## src/rtl/team_06_voice_ctrl.sv

```systemverilog
// Voice channel controller: debounced buttons, effect select,
// push-to-talk / noise-gate FSM with hang time.
module team_06_voice_ctrl #(
    parameter int AUD_W       = 8,
    parameter int GATE_THRESH = 64,
    parameter int NUM_EFF     = 5,
    parameter int DB_CYC      = 4,
    parameter int HANG_CYC    = 1024,
    localparam int EFF_W      = (NUM_EFF > 1) ? $clog2(NUM_EFF) : 1
) (
    input  logic             clk,
    input  logic             rst,
    input  logic [AUD_W-1:0] mic_aud,
    input  logic [AUD_W-1:0] spk_aud,
    input  logic             ptt_btn,
    input  logic             ng_btn,
    input  logic             mute_btn,
    input  logic             eff_up_btn,
    input  logic             eff_dn_btn,
    output logic [1:0]       state,
    output logic             talk,
    output logic             vol_en,
    output logic             eff_en,
    output logic [EFF_W-1:0] cur_eff,
    output logic             mute_on,
    output logic             gate_on
);

    localparam logic [1:0] LIST = 2'b00;
    localparam logic [1:0] TALK = 2'b01;
    localparam logic [1:0] HANG = 2'b10;

    localparam int DW = $clog2(DB_CYC + 1);
    localparam int HW = (HANG_CYC > 1) ? $clog2(HANG_CYC) : 1;

    localparam logic [DW-1:0]    DB_LAST = DW'(DB_CYC - 1);
    localparam logic [HW-1:0]    HANG_LD = HW'(HANG_CYC - 1);
    localparam logic [EFF_W-1:0] EFF_MAX = EFF_W'(NUM_EFF - 1);
    localparam logic [AUD_W-1:0] THRESH  = AUD_W'(GATE_THRESH);

    // bit 0 ptt, 1 ng, 2 mute, 3 up, 4 down
    logic [4:0]    raw;
    logic [4:0]    lvl;
    logic [4:0]    press;
    logic [DW-1:0] cnt [5];

    logic [1:0]    cur_st;
    logic [1:0]    nxt_st;
    logic [HW-1:0] hang;
    logic [HW-1:0] nxt_hang;

    logic above;
    logic spk_active;
    logic req;

    assign raw = {eff_dn_btn, eff_up_btn, mute_btn, ng_btn, ptt_btn};

    // Debounce each button; press pulses one cycle on a rising flip
    always_ff @(posedge clk or negedge rst) begin
        if (!rst) begin
            lvl   <= '0;
            press <= '0;
            for (int i = 0; i < 5; i++) cnt[i] <= '0;
        end else begin
            for (int i = 0; i < 5; i++) begin
                press[i] <= 1'b0;
                if (raw[i] == lvl[i]) begin
                    cnt[i] <= '0;
                end else if (cnt[i] == DB_LAST) begin
                    cnt[i]   <= '0;
                    lvl[i]   <= ~lvl[i];
                    press[i] <= ~lvl[i];
                end else begin
                    cnt[i] <= cnt[i] + DW'(1);
                end
            end
        end
    end

    // Toggle settings and step the effect index on press pulses
    always_ff @(posedge clk or negedge rst) begin
        if (!rst) begin
            mute_on <= 1'b0;
            gate_on <= 1'b0;
            cur_eff <= '0;
        end else begin
            if (press[2]) mute_on <= ~mute_on;
            if (press[1]) gate_on <= ~gate_on;
            case ({press[3], press[4]})
                2'b10: cur_eff <= (cur_eff == EFF_MAX) ? '0 : cur_eff + EFF_W'(1);
                2'b01: cur_eff <= (cur_eff == '0) ? EFF_MAX : cur_eff - EFF_W'(1);
                default: cur_eff <= cur_eff;
            endcase
        end
    end

    assign above      = (mic_aud >= THRESH);
    assign spk_active = (spk_aud != '0);
    assign req        = lvl[0] | (gate_on & above);

    // State register and hang counter
    always_ff @(posedge clk or negedge rst) begin
        if (!rst) begin
            cur_st <= LIST;
            hang   <= '0;
        end else begin
            cur_st <= nxt_st;
            hang   <= nxt_hang;
        end
    end

    // Next state: received audio always wins, then talk requests
    always_comb begin
        nxt_st   = LIST;
        nxt_hang = '0;
        case (cur_st)
            LIST: begin
                if (!spk_active && req) nxt_st = TALK;
            end
            TALK: begin
                if (spk_active) begin
                    nxt_st = LIST;
                end else if (req) begin
                    nxt_st = TALK;
                end else if (gate_on) begin
                    nxt_st   = HANG;
                    nxt_hang = HANG_LD;
                end
            end
            HANG: begin
                if (spk_active) begin
                    nxt_st = LIST;
                end else if (req) begin
                    nxt_st = TALK;
                end else if (gate_on && hang != '0) begin
                    nxt_st   = HANG;
                    nxt_hang = hang - HW'(1);
                end
            end
            default: nxt_st = LIST;
        endcase
    end

    // Output decode from registered state only
    always_comb begin
        state  = cur_st;
        talk   = (cur_st == TALK) || (cur_st == HANG);
        vol_en = (cur_st == LIST) && !mute_on;
        eff_en = talk && (cur_eff != '0);
    end

endmodule

```

## config.mk

```make
export PLATFORM = sky130hd
export DESIGN_NAME = team_06_voice_ctrl
export DESIGN_NICKNAME = d
export VERILOG_FILES = /design/src/rtl/team_06_voice_ctrl.sv
export SDC_FILE = /design/constraint.sdc
export NUM_CORES = 1
export LEC_CHECK = 0
export ABC_CLOCK_PERIOD_IN_PS = 2100
export CORE_AREA = 5 5 78 62
export DETAILED_ROUTE_END_ITERATION = 16
export DIE_AREA = 0 0 83 67
export PLACE_DENSITY = 0.78
export SETUP_SLACK_MARGIN = 0.4
export SLEW_MARGIN = 10
export SYNTH_ARGS = -nofsm -noshare
export SYNTH_HDL_FRONTEND = slang
export SYNTH_SLANG_ARGS = --single-unit
export TNS_END_PERCENT = 30
```

## constraint.sdc

```tcl
create_clock -name clk -period 2.1 [get_ports clk]
set_input_delay 0.525 -clock clk [delete_from_list [all_inputs] [get_ports clk]]
set_output_delay 0.525 -clock clk [all_outputs]
set_load 0.1 [all_outputs]
```

==> results.ini <==
[power]
seq_power_share = 0.386
combPwrFrac = 0.441
power_leakage_nw = 1.252
clockPowerShare = 0.174
p_switching_mw = 1.153
cellPowerDensity_nw_per_um2 = 1060
peakVddDrop_mv = 0.9830
swShare = 0.3995
power.internal_mw = 1.733

[worst_setup_path]
reg2reg_depth = 5
r2r-end = hang[5]
crit_type = flip-flop to primary output
crit_path_end_kind = primary output
cp-startpoint = cur_eff[0]
worstPathArrival_ps = 1390
start_kind = flip-flop
endpoint = eff_en
cp.required_ps = 1570
worst-path-max-fanout = 3
r2r_slack_ps = 200
reg2reg_from = hang[0]

[cts]
numCtsBuffers = 5
cts_root_buffer = clkbuf_8
clkLatencyLatePin_ps = 290
cts.sinks = 41
cts_tree = yes
clkTransAtPathRegs_ps = 80
cts_max_level = 2
clockBufferDepth = 2
hold_buffers = 0

[floorplan]
pin_count = 33
start_util = 0.5161
fp.dieH_um = 67
die_x_um = 83
num_rows = 20
core-area_um2 = 3954
dieArea_um2 = 5561

[cells_and_area]
final_util = 0.6889
final_cell_area_um2 = 2724
n_fill_cell = 301
layout.cells.non_filler = 276
multi_input_area_um2 = 1030
antenna_cells = 0
area_growth_syn_to_layout_pct = 33.48
seq_area_um2 = 1042
nets = 258
post_route_cells_drive_above_1_share = 0.3167

[placement]
gp_congestion = 0.7619
pre_cts_ws_ps = -143.1
dp_hpwl_um = 2975
placed_cells_incl_taps = 257
io_buffers = 26
placed_cell_area_um2 = 2484

[synth]
syn-cell-area_um2 = 2041
synth_top_family_by_area = simple AND/OR/NAND/NOR gates
postSynth.asyncResetShare = 1.000
yosysTopAreaCell = dfrtp_1
synth.yosys.seq_area_share = 0.5028
synth_cell_types = 35
synthXorXnorAreaFrac = 0.03433
synthFlopType = dfrtp_1
yosys.area_share.simple = 0.1723
ys_seq_elements = 41
netlist_top_cells_area = dfrtp_1, ha_1, o21a_1, nor2b_1, nor3b_1
synth_compound_area_frac = 0.1232
synth_edf_count = 0
syn_inst = 175
synthMuxAreaShare = 0.02698
synthTopCellsByCount = dfrtp_1, ha_1, inv_1
ys_warn_count = 0
synthAdderAreaFrac = 0.09197
syn_nets = 213
yosysTopAreaCellShare = 0.5028
syn_area_per_cell_um2 = 11.66
synth_most_common_cell = dfrtp_1

[sta]
setup_viol = 0
drv_slew = 0
finClkSkew_ps = 4.946
setup_ws_ps = 181.1
finalCriticalPeriod_ps = 1919
max_slew_margin = 0.6716
fin_crit_sh = 0.9138
worst_pin_slew_ps = 480.2
hold_ws_ps = 285.6
fmax_mhz = 521.1
rsz0062_at_grt = yes
hold_viol = 0

[drt]
ant_nets = 0
via_per_inst = 5.467
post_drt_wl_per_cell_um = 15.45
drtIter0Drc = 90
wl_um = 4263
dr.pass1.iters = 4
drcViolationCount = 0
vias = 1509

[run_status]
status = finished, final reports clean

[global_route]
grt_pass1_wl_um = 7300
first_global_vias = 1629
antenna_found_initial = 0
grt_start_max_net_pins = 42
grt_use_total = 0.1684
overflow = 0

[min_path]
hold_class = input pin to asynchronous set/reset pin

[run]
cap_viol_max_count = 0

[logic make-up (layout without fill, tap and decap cells)]
| kind of cell | after synthesis | in the layout |
|---|---|---|
| simple gates | 55 | 55 |
| flops | 41 | 41 |
| fa+ha+maj | 15 | 15 |
| buf+inv | 16 | 62 |
| xor+xnor | 8 | 8 |
| compound gates | 35 | 35 |
| mux | 5 | 5 |
[cell type report]
| type | instances | share of cell area |
|---|---|---|
| multi-input cells | 118 | 0.3780 |
| well taps | 55 | 0.02526 |
| repair buffers | 43 | 0.1649 |
| clock inverters | 2 | 0.005512 |
| flip-flops and latches | 41 | 0.3826 |
| clock buffers | 6 | 0.02664 |
| inverters | 11 | 0.01700 |
[registers in the layout, summed over array words and instances, names as in the netlist]
name,flops
cnt,15
hang,10
lvl,5
press,4
cur_eff,3
state,2
gate_on,1
mute_on,1
[layout by cell type, fill, tap and decap left out, types with 7 or more instances in the layout]
| cell type | netlist | routed |
|---|---|---|
| buf_12 | 0 | 7 |
| dfrtp_1 | 41 | 34 |
| inv_1 | 11 | 8 |
| buf_4 | 0 | 19 |
| ha_1 | 15 | 11 |
| o21ai_0 | 9 | 9 |
| nor3b_1 | 8 | 8 |
| clkdlybuf4s50_1 | 0 | 15 |
| o21a_1 | 10 | 10 |
| nor2b_1 | 10 | 8 |
| nor3_1 | 10 | 10 |
[stage by stage]
step | power (mW) | TNS (ps)
floorplan | 1.931 | -168.7
CTS | 2.886 | 0
detailed placement | 2.285 | -860.5
global route | 3.062 | 0
finish | 2.886 | 0
global placement | 2.208 | -4.122
[power by group through the flow]
stage / Clock, mW / Combinational (mW) / Sequential (mW)
global route: 0.556 / 1.37 / 1.14
floorplan: 0 / 0.495 / 1.44
detailed placement: 0 / 1.14 / 1.14
global placement: 0 / 1.08 / 1.13
CTS: 0.519 / 1.25 / 1.11
finish: 0.501 / 1.27 / 1.11
[worst min path at each step]
stage                         end  cells past startpoint
after detailed placement  gate_on                      1
after global placement    gate_on                      1
final                      lvl[4]                      2
after floorplan            cnt[0]                      0
after CTS                  lvl[4]                      2
after global routing       lvl[4]                      2
[routing by layer]
layer  up-vias  part of all wire  GRT usage
li1        713                 -          -
met1       754              0.42     0.1806
met2        25              0.52     0.3080
met3        17             0.027    0.03956
met4         0             0.034    0.09796
met5         -                 0          0
[worst max-delay path, cell delays in order (launching register included)]
cell and delay, ps:
dfrtp_4 410, inv_2 50, ha_4 170, ha_4 170, nor2b_4 120, buf_12 180
[repair_timing]
item                       4_1_cts  5_1_grt
setup endpoints to repair       15       16
setup buffers                    9        2
pin swaps                        5        0
hold endpoints to repair         0        0
resized for setup               11        2
Power figures use the tool's default switching activity.
